<file path="src/rtl/inst_fetch_unit_pkg.sv">
// inst_fetch_unit_pkg: shared widths, reset defaults and the buffered fetch entry type.
package inst_fetch_unit_pkg;
    localparam int INST_W = 32;
    localparam int PC_W = 32;
    localparam logic [INST_W-1:0] INST_NOP = 32'h0;
    localparam logic [PC_W-1:0] DEF_RESET_PC = 32'h0000_0000;
    typedef struct packed {
        logic [PC_W-1:0] pc;
        logic [INST_W-1:0] inst;
    } fetch_entry_t;
endpackage

</file>
<file path="src/rtl/fetch_skid_buf.sv">
// fetch_skid_buf: 2-entry in-order {pc,inst} FIFO with push, pop and flush; head is entry 0.
module fetch_skid_buf
    import inst_fetch_unit_pkg::*;
(
    input  logic         clk,
    input  logic         rst_n,
    input  logic         push,
    input  logic         pop,
    input  logic         flush,
    input  fetch_entry_t din,
    output fetch_entry_t head,
    output logic [1:0]   cnt
);
    fetch_entry_t mem [2];
    logic [1:0] wr_idx;
    assign wr_idx = cnt - 2'(pop);
    assign head = mem[0];
    // a push landing on slot 0 in the same cycle as a pop overrides the shift
    always_ff @(posedge clk) begin
        if (!rst_n || flush) cnt <= '0;
        else cnt <= cnt - 2'(pop) + 2'(push);
        if (pop) mem[0] <= mem[1];
        if (push) mem[wr_idx[0]] <= din;
    end
endmodule

</file>
<file path="src/rtl/inst_fetch_unit.sv">
// inst_fetch_unit: PC, ROM issue, inflight tracking, bypass/skid output and optional perf counters.
// Counters are built only when FETCH_PERF_EN is defined; otherwise the perf ports read 0.
module inst_fetch_unit
    import inst_fetch_unit_pkg::*;
#(
    parameter int ADDR_W = 8,
    parameter logic [PC_W-1:0] RESET_PC = DEF_RESET_PC
) (
    input  logic              clk,
    input  logic              rst_n,
    output logic [ADDR_W-1:0] rom_addr_o,
    input  logic [INST_W-1:0] rom_data_i,
    input  logic              redirect_i,
    input  logic [PC_W-1:0]   redirect_pc_i,
    output logic              if_valid_o,
    input  logic              id_ready_i,
    output logic [PC_W-1:0]   if_pc_o,
    output logic [INST_W-1:0] if_inst_o,
    output logic [31:0]       perf_fetch_o,
    output logic [31:0]       perf_stall_o
);
    logic [PC_W-1:0] pc, inflight_pc, redirect_base;
    logic inflight, has_buf, transfer, pop, push, issue;
    logic [1:0] cnt;
    fetch_entry_t head;
    assign redirect_base = redirect_pc_i & ~32'h3;
    assign has_buf = cnt != 2'd0;
    assign if_valid_o = (has_buf | inflight) & ~redirect_i;
    assign if_pc_o = has_buf ? head.pc : inflight ? inflight_pc : '0;
    assign if_inst_o = has_buf ? head.inst : inflight ? rom_data_i : INST_NOP;
    assign transfer = if_valid_o & id_ready_i;
    assign pop = transfer & has_buf;
    // returning word goes to the tail unless consumed directly through the bypass
    assign push = inflight & ~redirect_i & ~(transfer & ~has_buf);
    assign issue = redirect_i | (({1'b0, cnt} - 3'(pop) + 3'(inflight)) < 3'd2);
    assign rom_addr_o = !rst_n ? RESET_PC[ADDR_W+1:2] :
                        redirect_i ? redirect_base[ADDR_W+1:2] : pc[ADDR_W+1:2];
    fetch_skid_buf u_buf (
        .clk   (clk),
        .rst_n (rst_n),
        .push  (push),
        .pop   (pop),
        .flush (redirect_i),
        .din   ('{pc: inflight_pc, inst: rom_data_i}),
        .head  (head),
        .cnt   (cnt)
    );
    always_ff @(posedge clk) begin
        if (!rst_n) begin
            pc <= RESET_PC;
            inflight <= 1'b0;
            inflight_pc <= '0;
        end else if (redirect_i) begin
            pc <= redirect_base + 32'd4;
            inflight <= 1'b1;
            inflight_pc <= redirect_base;
        end else begin
            inflight <= issue;
            if (issue) begin
                pc <= pc + 32'd4;
                inflight_pc <= pc;
            end
        end
    end
`ifdef FETCH_PERF_EN
    logic [31:0] fetch_cnt, stall_cnt;
    always_ff @(posedge clk) begin
        if (!rst_n) begin
            fetch_cnt <= '0;
            stall_cnt <= '0;
        end else begin
            fetch_cnt <= fetch_cnt + 32'(transfer);
            stall_cnt <= stall_cnt + 32'(if_valid_o & ~id_ready_i);
        end
    end
    assign perf_fetch_o = fetch_cnt;
    assign perf_stall_o = stall_cnt;
`else
    assign perf_fetch_o = '0;
    assign perf_stall_o = '0;
`endif
endmodule

</file>
<file path="config.mk">
export PLATFORM = sky130hd
export DESIGN_NAME = inst_fetch_unit
export DESIGN_NICKNAME = d
export VERILOG_FILES = /design/src/rtl/inst_fetch_unit_pkg.sv /design/src/rtl/fetch_skid_buf.sv /design/src/rtl/inst_fetch_unit.sv
export SDC_FILE = /design/constraint.sdc
export NUM_CORES = 1
export LEC_CHECK = 0
export ABC_AREA = 1
export BUFFER_PORTS_ARGS = -buffer_cell sky130_fd_sc_hd__buf_2
export CAP_MARGIN = 20
export CORE_AREA = 3 3 143 145
export CTS_BUF_LIST = sky130_fd_sc_hd__clkbuf_4
export DETAILED_ROUTE_END_ITERATION = 12
export DIE_AREA = 0 0 146 148
export PLACE_DENSITY = 0.78
export RECOVER_POWER = 100
export SLEW_MARGIN = 30
export SYNTH_ARGS = -nofsm -noshare
export SYNTH_HDL_FRONTEND = slang
export SYNTH_SLANG_ARGS = --single-unit
</file>
<file path="constraint.sdc">
create_clock -name clk -period 15.7 [get_ports clk]
set_input_delay 0.785 -clock clk [delete_from_list [all_inputs] [get_ports clk]]
set_output_delay 0.785 -clock clk [all_outputs]
set_load 0.02 [all_outputs]
</file>
Yosys cells after proc, flatten, opt, wreduce, memory -nomap -nowiden --
Memories as Yosys holds them, arrays and structs flattened. Index checks and enable logic that the tools add are counted. W data, S select, Z words.
Storage, ports and cells: register bits 67, logic and storage cells 45, RAM bits 128, output and inout bits 137, input port bits 68, memories kept 1
Memory list:
- u_buf.mem | words 2, width 64, rd ports 2, clocked after memory_dff 0, wr ports 2, RTL line fetch_skid_buf.sv:14 | fetch_entry_t mem [2];
Operators by class: reduce and logical (&&, ||, !) cells 5, bitwise logic cells 12, $add $sub $neg 6, order comparisons 1, muxes and demuxes 15
Operators with widths (count):
- $mux W32 | 8
- $add A32 B3 Y32 const B | 2
- $mux W8 | 2
- $and A1 B1 Y1 | 6
- $mux W1 | 5
- $not A1 Y1 | 4
- $reduce_bool A2 Y1 | 2
- $add A3 B1 Y3 | 1
- $lt A3 B2 Y1 const B | 1
- $sub A2 B1 Y3 | 1
- $add A2 B1 Y2 | 1
- $or A1 B1 Y1 | 2
- $reduce_or A2 Y1 | 1
- $sub A2 B1 Y2 | 1
- $logic_not A1 Y1 | 1
- $logic_or A1 B1 Y1 | 1

Longest topological paths before layout --
Gate-level depths: netlist of the first run.
depth after elaboration 11, depth in mapped cells 18, depth with buffers taken out 16

Modules after synthesis --
A second synthesis of the first run with hierarchy kept.
Second synthesis, totals: cell total of the unflattened synthesis 1199, area total of the unflattened synthesis 9953.3 um^2
By module, submodules not included:
- inst_fetch_unit | cells an instance 845, times used 1, area each 5139.9 um^2, seq. area each 1221.2 um^2
- fetch_skid_buf | cells an instance 354, times used 1, area each 4813.4 um^2, seq. area each 3883.7 um^2

Least setup slack after synthesis of the first run --
OpenSTA, ideal clock, no wires.
kind input -> register, from input port redirect_i, to memory u_buf.mem[0][0] (netlist name), enable pin, stages 4, arrival 5.611 ns, buffers on the path 1, setup slack 9.522 ns, cells stage by stage inv_2 buf_2 o21ai_0 o21ai_0
RTL lines:
- from (decl) | RTL line inst_fetch_unit.sv:13 | input logic redirect_i,
- to (decl) | RTL line fetch_skid_buf.sv:14

Worst setup path after layout of the first run --
from input port redirect_i, to register pc[24]
Between the ends: cells in the longest elaborated chain, start to end 9, elaborated cells on any way between the ends 10, classes of those cells add/sub: 2; order compare: 1; mux: 1; bitwise: 5; reduce/logical: 1
Ends and longest elaborated chain:
- $not A1 Y1 | RTL line inst_fetch_unit.sv:28 | assign if_valid_o = (has_buf | inflight) & ~redirect_i;
- $and A1 B1 Y1 | RTL line inst_fetch_unit.sv:28
- $and A1 B1 Y1 | RTL line inst_fetch_unit.sv:31 | assign transfer = if_valid_o & id_ready_i;
- $and A1 B1 Y1 | RTL line inst_fetch_unit.sv:32 | assign pop = transfer & has_buf;
- $sub A2 B1 Y3 | RTL line inst_fetch_unit.sv:35 | assign issue = redirect_i | (({1'b0, cnt} - 3'(pop) + 3'(inflight)) < 3'd2);
- $add A3 B1 Y3 | RTL line inst_fetch_unit.sv:35
- $lt A3 B2 Y1 | RTL line inst_fetch_unit.sv:35
- $or A1 B1 Y1 | RTL line inst_fetch_unit.sv:35
- $reduce_bool A2 Y1 (no source line)
- to (signal assigned) | RTL line inst_fetch_unit.sv:54 | pc <= redirect_base + 32'd4;
- to (signal assigned) | RTL line inst_fetch_unit.sv:60 | pc <= pc + 32'd4;
- to (decl) | RTL line inst_fetch_unit.sv:22 | logic [PC_W-1:0] pc, inflight_pc, redirect_base;
Several ways; a longest one is shown, not always the timed one. A chain may end at the register's enable or synchronous reset.

==> impl_results.md, run 1 <==
- Global-route usage over all layers: between 20% and 30%
- Most common cell after layout, fill and taps aside: sky130_fd_sc_hd__nand2_1
- Achievable clock frequency: 106.7 MHz
- Share of flip-flops with an asynchronous set or reset: 0%
- Residual DRC count: 0
- Fraction of layout cells with a size suffix above 1: 8.865%
- Yosys reg bits: 187
- Number of nets in the final layout: 1347
- Gp weighted congestion: 0.8780
- Run status: finished with violations
- Routed wire length per instance: between 10 and 15 µm
- DRC violation total after the first TritonRoute iteration: 741
- Element type at the critical path end: flop
- Skew-Pair Late Insertion Delay: 570 ps
- Hold Crit Start: rom_data_i[1]
- Layout Area Growth over Synthesis: 7.153%
- Number of top-level pins: ~200
- Cell repeated most along the worst path: sky130_fd_sc_hd__nor2_1
- Capture instance of the worst register-to-register path: pc[24]
- Final-report hold violation count: 0
- Number of max-slew violations in the final report: roughly 480
- Floorplan die height: 148 µm
- Worst-case vdd ir drop: 44.48 µV
- Total vias in the final route: 7781
- Series of cell instances along the critical path: buf_2 > clkbuf_1 > inv_1 > o21ai_0 > nor2_1 > ha_1 > inv_1 > nand2_1 > fa_1 > xnor2_1 > nand2_1 > nand2_2 > clkbuf_1 > inv_1 > clkbuf_1 > nor2_1 > nand3_1 > nand2_1 > nor2_1 > nor2_1
- Setup violation total in the final timing report: 0
- Register-to-register setup slack: roughly 8000 ps
- Static leakage power: 0.004403 µW
- Global-route wire length before repair: between 30000 and 40000 µm
- Core Box Area: 19330 µm²
- Clock tree from TritonCTS: yes
- Number of instances resized during post-cts repair: 0
- Max-slew headroom: -119.3%
- Overall die width: 146 µm
- Number of buffers added for setup after CTS: 0
- Ys Warns: 0
- Clock root buffer: sky130_fd_sc_hd__clkbuf_4
- Initial standard-cell utilization of the core: 49.58%
- Beginning of the worst register-to-register path: u_buf.cnt[1]
- Delay contributed by the slowest stage of the critical path: 1920 ps
- Buffers from clock root to sink, at most: 2
- Max-capacitance violation count: 8
- Library cell contributing the largest single delay on the critical path: sky130_fd_sc_hd__clkbuf_1
- Clock slew seen by the registers of the worst setup and hold paths: 150 ps
- Die footprint: about 22000 µm²
- Number of unique standard cell types used by synthesis: 36
- Overall routed net length: 22590 µm
- Final worst clock skew: 20.40 ps
- Detailed Place HPWL: 14690 µm
- Failing checks: max-capacitance violations, max-slew violations
- Measured slew at the worst slew-check pin: 3289 ps
- Remaining global-route overflow: 0
- Vias per inst: between 5 and 6
- Path type of the worst setup path: input port to flop
- Setup TNS: 0 ps
- Share of synthesized area occupied by flip-flops and latches: 52.00%
- Required time at the endpoint of the critical path: roughly 16000 ps
- Initial antenna violation count: 0
- Site Rows: about 50
- Worst hold slack: between 400 and 500 ps
- Post-Syn Area per Cell: 8.151 µm²
- H-tree levels: 4
- Commonest cells after routing, fill and taps aside: 404 x sky130_fd_sc_hd__nand2_1, 124 x sky130_fd_sc_hd__edfxtp_1, 117 x sky130_fd_sc_hd__o21ai_0
- Sinks on Clock Net: about 190
- Crit share post-route: 59.67%
- CTS buffer count: 17
- Maximum number of pins on one net before global-route repair: 76
- Worst Reg2Reg Path Length in Cells: 13
- Predominant post-synthesis flop cell: sky130_fd_sc_hd__edfxtp_1
- Hold path endpoint: u_buf.mem[1][1]
- Element type at the critical path start: input port
- Crit path max fanout: 69
- Antenna fix cells: 0
- Cells after Synth: 1176
- Setup repair after global routing missed its margin: false
- Via count of the first global-routing pass: 7225
- Cell count of the worst hold path: 1
- Post-synthesis cell area: 9585 µm²
- Number of enable flip-flop cells after synthesis: 124
- Min Tclk post-route: roughly 9400 ps
- 1st-pass router iterations: 5
- Design area: 10270 µm²
- Data arrival time of the critical path: about 10000 ps
- PwrDens: 93.65 nW/µm²
- Number of routed nets with antenna violations: 0
- Hold buffer count at CTS: 0
- Utilization after layout: a little over half
- Class of the tightest hold or removal check: input port to flop
- Instance area after placement: just over 10000 µm²
- Buffers on Ports: 136
-- logic make-up (layout without fill, tap and decap cells) --
family | Yosys count | count (layout) | synth area share (%)
other | 1 | 66 | 0.03912
adder cells (fa/ha/maj) | 6 | 6 | 0.8615
buffers and inverters | 199 | 244 | 10.81
AND/OR/NAND/NOR | 605 | 605 | 26.28
AO/OA/AOI/OAI | 171 | 171 | 9.359
flip-flops | 187 | 187 | 52.00
XOR/XNOR | 6 | 6 | 0.5483
multiplexers | 1 | 1 | 0.1044
-- worst max path at each step --
stage | startpoint | cells after the start | slack, ps | endpoint
2_1_floorplan | redirect_i | 4 | 9520 | u_buf.mem[0][0]
3_3_place_gp | redirect_i | 20 | 10540 | pc[24]
3_5_place_dp | redirect_i | 20 | 10380 | pc[24]
4_1_cts | redirect_i | 20 | 11000 | pc[24]
5_1_grt | redirect_i | 20 | 5450 | pc[24]
6_report | redirect_i | 20 | 6330 | pc[24]
-- Yosys cell counts, types with 2 or more instances --
cell                       number  area, µm²
sky130_fd_sc_hd__clkbuf_1      50      187.7
sky130_fd_sc_hd__a21oi_1       36      180.2
sky130_fd_sc_hd__o21ai_1        4      20.02
sky130_fd_sc_hd__o21ai_0      115      575.6
sky130_fd_sc_hd__nand2_1      403       1513
sky130_fd_sc_hd__ha_1           5      62.56
sky130_fd_sc_hd__nor3_1         6      30.03
sky130_fd_sc_hd__buf_1          6      22.52
sky130_fd_sc_hd__nor2_2        11      68.82
sky130_fd_sc_hd__buf_4         67      503.0
sky130_fd_sc_hd__nand3_1       92      460.4
sky130_fd_sc_hd__a211oi_1       4      30.03
sky130_fd_sc_hd__inv_2          4      15.01
sky130_fd_sc_hd__nor2_1        66      247.7
sky130_fd_sc_hd__edfxtp_1     124       3724
sky130_fd_sc_hd__xor2_1         3      26.28
sky130_fd_sc_hd__and2_1         2      12.51
sky130_fd_sc_hd__inv_1         61      229.0
sky130_fd_sc_hd__nor2_4         5      56.30
sky130_fd_sc_hd__a31oi_1        2      12.51
sky130_fd_sc_hd__o21ai_2        3      26.28
sky130_fd_sc_hd__dfxtp_1       63       1261
sky130_fd_sc_hd__xnor2_1        3      26.28
sky130_fd_sc_hd__o21bai_1       5      37.54
sky130_fd_sc_hd__nand2_2       16      100.1
sky130_fd_sc_hd__nand4_1        2      12.51
sky130_fd_sc_hd__buf_6          4      45.04
sky130_fd_sc_hd__buf_2          6      30.03
-- final cells by class --
| type | count | area [µm²] |
|---|---|---|
| Fill cell | 1891 | 9064 |
| Sequential cell | 187 | 4991 |
| Multi-Input combinational cell | 855 | 3825 |
| Timing Repair Buffer | 146 | 606.8 |
| Tap cell | 265 | 331.6 |
| Inverter | 66 | 247.7 |
| Clock buffer | 22 | 165.2 |
| Clock inverter | 10 | 103.9 |
-- metal layers --
layer	wire length, µm	global-route usage [%]
met3	1342	3.311
met4	383	6.303
met5	0	0
met1	10230	29.27
met2	10640	33.22
-- report_power, final --
group | leakage [µW] | internal (µW) | switching [µW]
Clock | 0.000142 | 101 | 154
Combinational | 0.00261 | 39.3 | 110
Sequential | 0.00165 | 546 | 11.5
-- critical path, delay by kind of cell --
| kind | cells | cell delay, ps |
|---|---|---|
| AOI/OAI and AO/OA | 1 | 550 |
| xor gates and xnor gates | 1 | 160 |
| adders and majority gates | 2 | 730 |
| buffers and inverters | 7 | 6380 |
| and+or+nand+nor | 9 | 1260 |
-- state kept, by name, summed over array words and instances (netlist names) --
name / count
inflight: 1
pc: 30
u_buf.cnt: 2
inflight_pc: 30
u_buf.mem: 124
-- metrics by stage --
step,worst slack [ps],std cells,total power [µW]
floorplan,9522,1241,686.4
global placement,10540,1519,716.3
detailed placement,10380,1519,720.7
CTS,11000,1551,972.2
global route,5448,1551,1007
finish,6331,1551,961.9
(Power assumes the default switching activity.)
==> inputs of run 2 (changes only) <==
--- a/config.mk
+++ b/config.mk
@@ -5,14 +5,14 @@
 export SDC_FILE = /design/constraint.sdc
 export NUM_CORES = 1
 export LEC_CHECK = 0
-export ABC_AREA = 1
+export ABC_AREA = 0
 export BUFFER_PORTS_ARGS = -buffer_cell sky130_fd_sc_hd__buf_2
 export CAP_MARGIN = 20
-export CORE_AREA = 3 3 143 145
+export CORE_AREA = 3 3 144 146
 export CTS_BUF_LIST = sky130_fd_sc_hd__clkbuf_4
 export DETAILED_ROUTE_END_ITERATION = 12
-export DIE_AREA = 0 0 146 148
-export PLACE_DENSITY = 0.78
+export DIE_AREA = 0 0 147 149
+export PLACE_DENSITY = 0.81
 export RECOVER_POWER = 100
 export SLEW_MARGIN = 30
 export SYNTH_ARGS = -nofsm -noshare
==> constraint.sdc (replaced) <==
create_clock -name clk -period 8.4 [get_ports clk]
set_input_delay 0.42 -clock clk [delete_from_list [all_inputs] [get_ports clk]]
set_output_delay 0.42 -clock clk [all_outputs]
set_load 0.02 [all_outputs]
==> impl_results.md, run 2 <==
- Clock slew seen by the registers of the worst setup and hold paths: approximately 150 ps
- Routed wire length per instance: between 15 and 20 µm
- Area of all sequential standard cells: between 4000 and 5000 µm²
- Number of max-slew violations in the final report: 120
- Clock tree from TritonCTS: yes
- Number of top-level pins: about 200
- Area share of the largest cell type after synthesis: between 30% and 40%
- Max-capacitance violation count: 2
- Ys Warns: 0
- Run status: finished with violations
- Crit share post-route: 66.89%
- Remaining global-route overflow: 0
- Residual DRC count: 0
- Number of nets in the final layout: 1134
- Number of routed nets with antenna violations: 0
- Most common cell after layout, fill and taps aside: sky130_fd_sc_hd__nand2_1
- Share of synthesized area occupied by flip-flops and latches: 50.96%
- Capture instance of the worst register-to-register path: inflight_pc[30]
- Cell count of the worst hold path: 1
- Path type of the worst setup path: flop to flop
- Antenna fix cells: 0
- Beginning of the worst register-to-register path: inflight
- Buffers on Ports: 136
- Buffers from clock root to sink, at most: 2
- Skew-Pair Late Insertion Delay: 570 ps
- Initial standard-cell utilization of the core: 50.10%
- Initial antenna violation count: 0
- Cells after Synth: 950
- Element type at the critical path end: flop
- Element type at the critical path start: flop
- Total Power: approximately 1900 µW
- Worst Reg2Reg Path Length in Cells: 10
- H-tree levels: 4
- Crit path max fanout: 64
- Hold Crit Start: rom_data_i[9]
- Achievable clock frequency: 178.0 MHz
- CTS buffer count: 17
- Top cells by area, synth: sky130_fd_sc_hd__edfxtp_1 38%, sky130_fd_sc_hd__dfxtp_1 13%, sky130_fd_sc_hd__nand2_1 7.8%
- Measured slew at the worst slew-check pin: 2924 ps
- Setup repair after global routing missed its margin: false
- Gp weighted congestion: slightly below 0.9
- Final-report hold violation count: 0
- Setup slack after placement: about 4400 ps
- Post-Syn Area per Cell: 10.30 µm²
- Hold path endpoint: u_buf.mem[1][9]
- Most used standard cells in the synthesized netlist: 203 x sky130_fd_sc_hd__nand2_1, 124 x sky130_fd_sc_hd__edfxtp_1, 71 x sky130_fd_sc_hd__buf_4
- Static leakage power: 0.003837 µW
- Yosys reg bits: 187
- Data arrival time of the critical path: 5950 ps
- Detailed Place HPWL: 14270 µm
- Worst-case vdd ir drop: 77.08 µV
- Max-slew headroom: -94.96%
- PwrDens: 177.0 nW/µm²
- Number of buffers added for setup after CTS: 0
- Largest registers in the final layout: u_buf.mem x124, inflight_pc x30, pc x30
- Sinks on Clock Net: between 150 and 200
- Maximum number of pins on one net before global-route repair: 126
- Share of flip-flops with an asynchronous set or reset: 0%
- Number of enable flip-flop cells after synthesis: 124
- Failing checks: max-capacitance violations, max-slew violations
- 1st-pass router iterations: 6
- Die footprint: 21900 µm²
- Floorplan die height: 149 µm
- Post-synthesis cell area: between 9000 and 10000 µm²
- Site Rows: 51
- Fraction of layout cells with a size suffix above 1: 15.19%
- Number of flip-flops under the largest register name: 124
- Commonest cells after routing, fill and taps aside: 202 x sky130_fd_sc_hd__nand2_1, 124 x sky130_fd_sc_hd__edfxtp_1, 105 x sky130_fd_sc_hd__clkbuf_1
- DRC violation total after the first TritonRoute iteration: 476
- Class of the tightest hold or removal check: input port to flop
- Global-route usage over all layers: a little under a fifth
- Number of unique standard cell types used by synthesis: between 60 and 70
- Total vias in the final route: approximately 7000
- Overall die width: 147 µm
- Global-route wire length before repair: 33760 µm
- Required time at the endpoint of the critical path: 8730 ps
- Top reg by flops: u_buf.mem
- Core Box Area: 19530 µm²
- Clock root buffer: sky130_fd_sc_hd__clkbuf_4
- FILL cells: 1794
- Setup TNS: 0 ps
- Cell accounting for the most synthesized area: sky130_fd_sc_hd__edfxtp_1
- Overall routed net length: between 20000 and 25000 µm
- Predominant post-synthesis flop cell: sky130_fd_sc_hd__edfxtp_1
- Setup violation total in the final timing report: 0
- Most frequently used cell type in the post-synthesis netlist: sky130_fd_sc_hd__nand2_1
- Final worst clock skew: 12.91 ps
- Area used by multi-input combinational logic: between 4000 and 5000 µm²
- Worst Slack Setup Final: ~2800 ps
- Vias per inst: 5.257
- Layout Area Growth over Synthesis: 8.058%
- Register-to-register setup slack: 2780 ps
- Via count of the first global-routing pass: 6556
- Min Tclk post-route: around 5600 ps
[run 2: changes by cell type after synthesis, moves of 16 or more]
cell / previous run / this run
sky130_fd_sc_hd__a21oi_1: 36 / 17
sky130_fd_sc_hd__inv_1: 61 / 10
sky130_fd_sc_hd__mux2_2: 0 / 63
sky130_fd_sc_hd__mux2i_1: 1 / 19
sky130_fd_sc_hd__nand2_1: 403 / 203
sky130_fd_sc_hd__nand3_1: 92 / 17
sky130_fd_sc_hd__o21ai_0: 115 / 70
sky130_fd_sc_hd__xnor2_1: 3 / 23
sky130_fd_sc_hd__xor2_1: 3 / 19
[run 2: worst max-delay path, stage by stage, from the launching register on]
cell and delay, ps:
sky130_fd_sc_hd__dfxtp_1 340, sky130_fd_sc_hd__clkbuf_1 2050, sky130_fd_sc_hd__nand2_1 200, sky130_fd_sc_hd__fa_1 510
sky130_fd_sc_hd__xnor2_1 140, sky130_fd_sc_hd__nand2_1 70, sky130_fd_sc_hd__clkbuf_1 1020, sky130_fd_sc_hd__nand2_1 410
sky130_fd_sc_hd__buf_4 380, sky130_fd_sc_hd__nor2_1 130, sky130_fd_sc_hd__a211oi_1 60
[run 2: layout make-up]
cell class	instances	share of cell area [%]
clock inverter	11	1.598
multi-input combinational	692	40.03
sequential	187	47.16
tap	265	3.137
inverter	11	0.3906
timing repair buffer	151	6.191
clock buffer	21	1.491
[run 2: cell families after synthesis]
| kind of cell | Yosys count | synth area share (%) |
|---|---|---|
| flops | 187 | 50.96 |
| fa+ha+maj | 6 | 0.8442 |
| buf+inv | 136 | 8.276 |
| xor+xnor | 42 | 3.761 |
| simple gates | 340 | 16.59 |
| other cells | 1 | 0.03834 |
| mux | 82 | 9.197 |
| compound gates | 156 | 10.34 |
[run 2: metal layers]
metal,routed length [µm],track usage (%)
met5,0,0
met4,365,5.825
met3,1258,3.768
met2,9763,30.33
met1,10020,26.80
[run 2: repair_timing]
action / 4_1_cts / 5_1_grt
endpoints found under the hold margin: 1 / 0
hold buffers: 1 / 0
gates resized for setup: 0 / 0
[run 2: worst max-delay path by stage]
stage,start,endpoint,slack (ps),cells after the start
after detailed placement,redirect_i,pc[29],4360,16
after CTS,u_buf.cnt[1],pc[29],4530,14
final,inflight,inflight_pc[30],2780,10
after floorplan,redirect_i,u_buf.mem[0][0],4710,11
after global routing,inflight,inflight_pc[26],2370,10
after global placement,u_buf.cnt[1],pc[29],4410,14
[run 2: stage by stage]
step                      instance area [µm²]  util (%)  cells  hold WS [ps]
after floorplan                         10030         -   1015         444.3
after global placement                  10390     53.20   1305         453.1
after detailed placement                10400     53.25   1305         469.5
after CTS                               10730     54.97   1338         4.372
after global routing                    10570     54.13   1338         44.43
final                                   10570     54.13   1338         74.66
[run 2: where the power goes]
part	switching (µW)	internal [µW]	total (µW)	leakage, µW
clock network	300	251	550	0.000175
logic	188	83.6	272	0.00201
registers	30.3	1020	1050	0.00166
==> inputs of run 3 (changes only) <==
--- a/config.mk
+++ b/config.mk
@@ -12,7 +12,7 @@
 export CTS_BUF_LIST = sky130_fd_sc_hd__clkbuf_4
 export DETAILED_ROUTE_END_ITERATION = 12
 export DIE_AREA = 0 0 147 149
-export PLACE_DENSITY = 0.81
+export PLACE_DENSITY = 0.78
 export RECOVER_POWER = 100
 export SLEW_MARGIN = 30
 export SYNTH_ARGS = -nofsm -noshare
==> constraint.sdc (replaced) <==
create_clock -name clk -period 5.2 [get_ports clk]
set_input_delay 0.26 -clock clk [delete_from_list [all_inputs] [get_ports clk]]
set_output_delay 0.26 -clock clk [all_outputs]
set_load 0.02 [all_outputs]
==> impl_results.md, run 3 (synthesized netlist as in run 2, its figures left out) <==
- Inst Count DP: 1305
- Maximum number of pins on one net before global-route repair: 125
- Family with the most delay on the worst path: buffers and inverters
- Series of cell instances along the critical path: buf_2 > inv_1 > clkbuf_1 > nand2_1 > and2_0 > inv_1 > ha_1 > nand4_1 > a21oi_4 > nand4_1 > o21a_1 > o31ai_1 > a21oi_1
- Instance area after placement: 10400 µm²
- Total vias in the final route: 7201
- Commonest cells after routing, fill and taps aside: 202 x sky130_fd_sc_hd__nand2_1, 124 x sky130_fd_sc_hd__edfxtp_1, 102 x sky130_fd_sc_hd__clkbuf_1
- Max-slew headroom: -31.12%
- Data arrival time of the critical path: 4430 ps
- Site Rows: 51
- Number of top-level pins: a little over 200
- Global-route usage over all layers: 19.71%
- Overall die width: 147 µm
- Buffers from clock root to sink, at most: 2
- PwrDens: 267.8 nW/µm²
- GR met2 Demand/Resource: 31.67%
- Setup violation total in the final timing report: 0
- Clock tree from TritonCTS: yes
- Final-report hold violation count: 0
- Setup TNS: 0 ps
- Crit share post-route: between 70% and 80%
- Design area: 10920 µm²
- Number of buffers added for setup after CTS: 0
- Top reg by flops: u_buf.mem
- Sinks on Clock Net: 187
- Class of the tightest hold or removal check: input port to flop
- Number of nets in the final layout: between 1000 and 1500
- 1st-pass router iterations: 5
- Via count of the first global-routing pass: about 6700
- Remaining global-route overflow: 0
- Met3 Use GR: 3.798%
- DRC violation total after the first TritonRoute iteration: 549
- Busiest grt layer: met2
- Path type of the worst setup path: input port to flop
- Detailed Place HPWL: approximately 14000 µm
- Delay contributed by the slowest stage of the critical path: 1290 ps
- Die footprint: 21900 µm²
- Overall routed net length: 22020 µm
- Number of routed nets with antenna violations: 0
- Global-route wire length before repair: 34600 µm
- H-tree levels: 4
- Max-capacitance violation count: 4
- Number of max-slew violations in the final report: 258
- Static leakage power: 0.003944 µW
- Failing checks: max-capacitance violations, max-slew violations
- Clock root buffer: sky130_fd_sc_hd__clkbuf_4
- Final cell count without fillers: 1382
- Required time at the endpoint of the critical path: roughly 5600 ps
- Routed wire length per instance: around 16 µm
- Number of flip-flops under the largest register name: 124
- Core Box Area: 19530 µm²
- Clock slew seen by the registers of the worst setup and hold paths: 160 ps
- Min Tclk post-route: 4008 ps
- Initial standard-cell utilization of the core: 50.10%
- Vias per inst: 5.211
- Residual DRC count: 0
- Element type at the critical path end: flop
- Run status: finished with violations
- Initial antenna violation count: 1
- Fraction of layout cells with a size suffix above 1: between 10 and 15%
- Setup repair after global routing missed its margin: false
- Worst-case vdd ir drop: 125.1 µV
- Worst hold slack: about 40 ps
- FILL cells: 1753
- Layout Area Growth over Synthesis: 11.63%
- Gp weighted congestion: 0.8637
- Library cell contributing the largest single delay on the critical path: sky130_fd_sc_hd__clkbuf_1
- Met1 track demand over resource: 27.22%
- Final worst clock skew: 18.41 ps
- Crit path max fanout: 39
- Buffers on Ports: roughly 140
- Most common cell after layout, fill and taps aside: sky130_fd_sc_hd__nand2_1
- Element type at the critical path start: input port
- CTS buffer count: 17
- Antenna fix cells: 0
- Largest registers in the final layout: u_buf.mem x124, inflight_pc x30, pc x30
- Crit path buf inv count: 4
- Achievable clock frequency: 249.5 MHz
- Measured slew at the worst slew-check pin: ~2000 ps
- Floorplan die height: around 150 µm
- Skew-Pair Late Insertion Delay: 590 ps
==> run 3: power by group <==
group | switching (µW) | internal, µW
clock network | 519 | 246
registers | 51.1 | 1650
logic | 306 | 156
total | 877 | 2050
==> run 3: layout make-up <==
| type | count | area, µm² | area share (%) |
|---|---|---|---|
| inverters | 11 | 41.29 | 0.3781 |
| flip-flops and latches | 187 | 4985 | 45.65 |
| multi-input cells | 692 | 4203 | 38.49 |
| repair buffers | 195 | 1091 | 9.992 |
| clock inverters | 15 | 140.1 | 1.283 |
| well taps | 265 | 331.6 | 3.037 |
| clock buffers | 17 | 127.6 | 1.169 |
==> run 3: final timing paths <==
check | startpoint | end | slack (ps) | cells after the start
worst min register to register | pc[21] | pc[21] | 480 | 2
worst max-delay path | redirect_i | pc[22] | 1190 | 13
worst max register to register | inflight | u_buf.mem[0][22] | 1190 | 5
worst min-delay path | redirect_pc_i[8] | pc[8] | 40 | 3
==> run 3: layer usage <==
| metal | up-vias | wire length [µm] |
|---|---|---|
| met4 | 2 | 393 |
| met2 | 250 | 10270 |
| met5 | - | 7 |
| met1 | 3385 | 9932 |
| met3 | 30 | 1412 |
| li1 | 3534 | - |
==> run 3: timing repair <==
item / 4_1_cts / 5_1_grt
gates resized for setup: 0 / 0
hold endpoints to repair: 78 / 0
hold buffers: 45 / 0
==> run 3: worst register-to-register path, stage by stage, from the launching register on <==
cell and delay, ps:
sky130_fd_sc_hd__dfxtp_1 700, sky130_fd_sc_hd__inv_1 160, sky130_fd_sc_hd__a311oi_1 410, sky130_fd_sc_hd__ha_1 250, sky130_fd_sc_hd__or2_0 1050, sky130_fd_sc_hd__clkbuf_2 1030
==> run 3: metrics by stage <==
step | util, % | power, µW | worst slack, ps
2_1_floorplan | - | 2065 | 1670
3_3_place_gp | 53.27 | 2165 | 1546
3_5_place_dp | 53.27 | 2177 | 1478
4_1_cts | 56.95 | 2956 | 1735
5_1_grt | 55.92 | 3055 | 792.6
6_report | 55.92 | 2924 | 1192
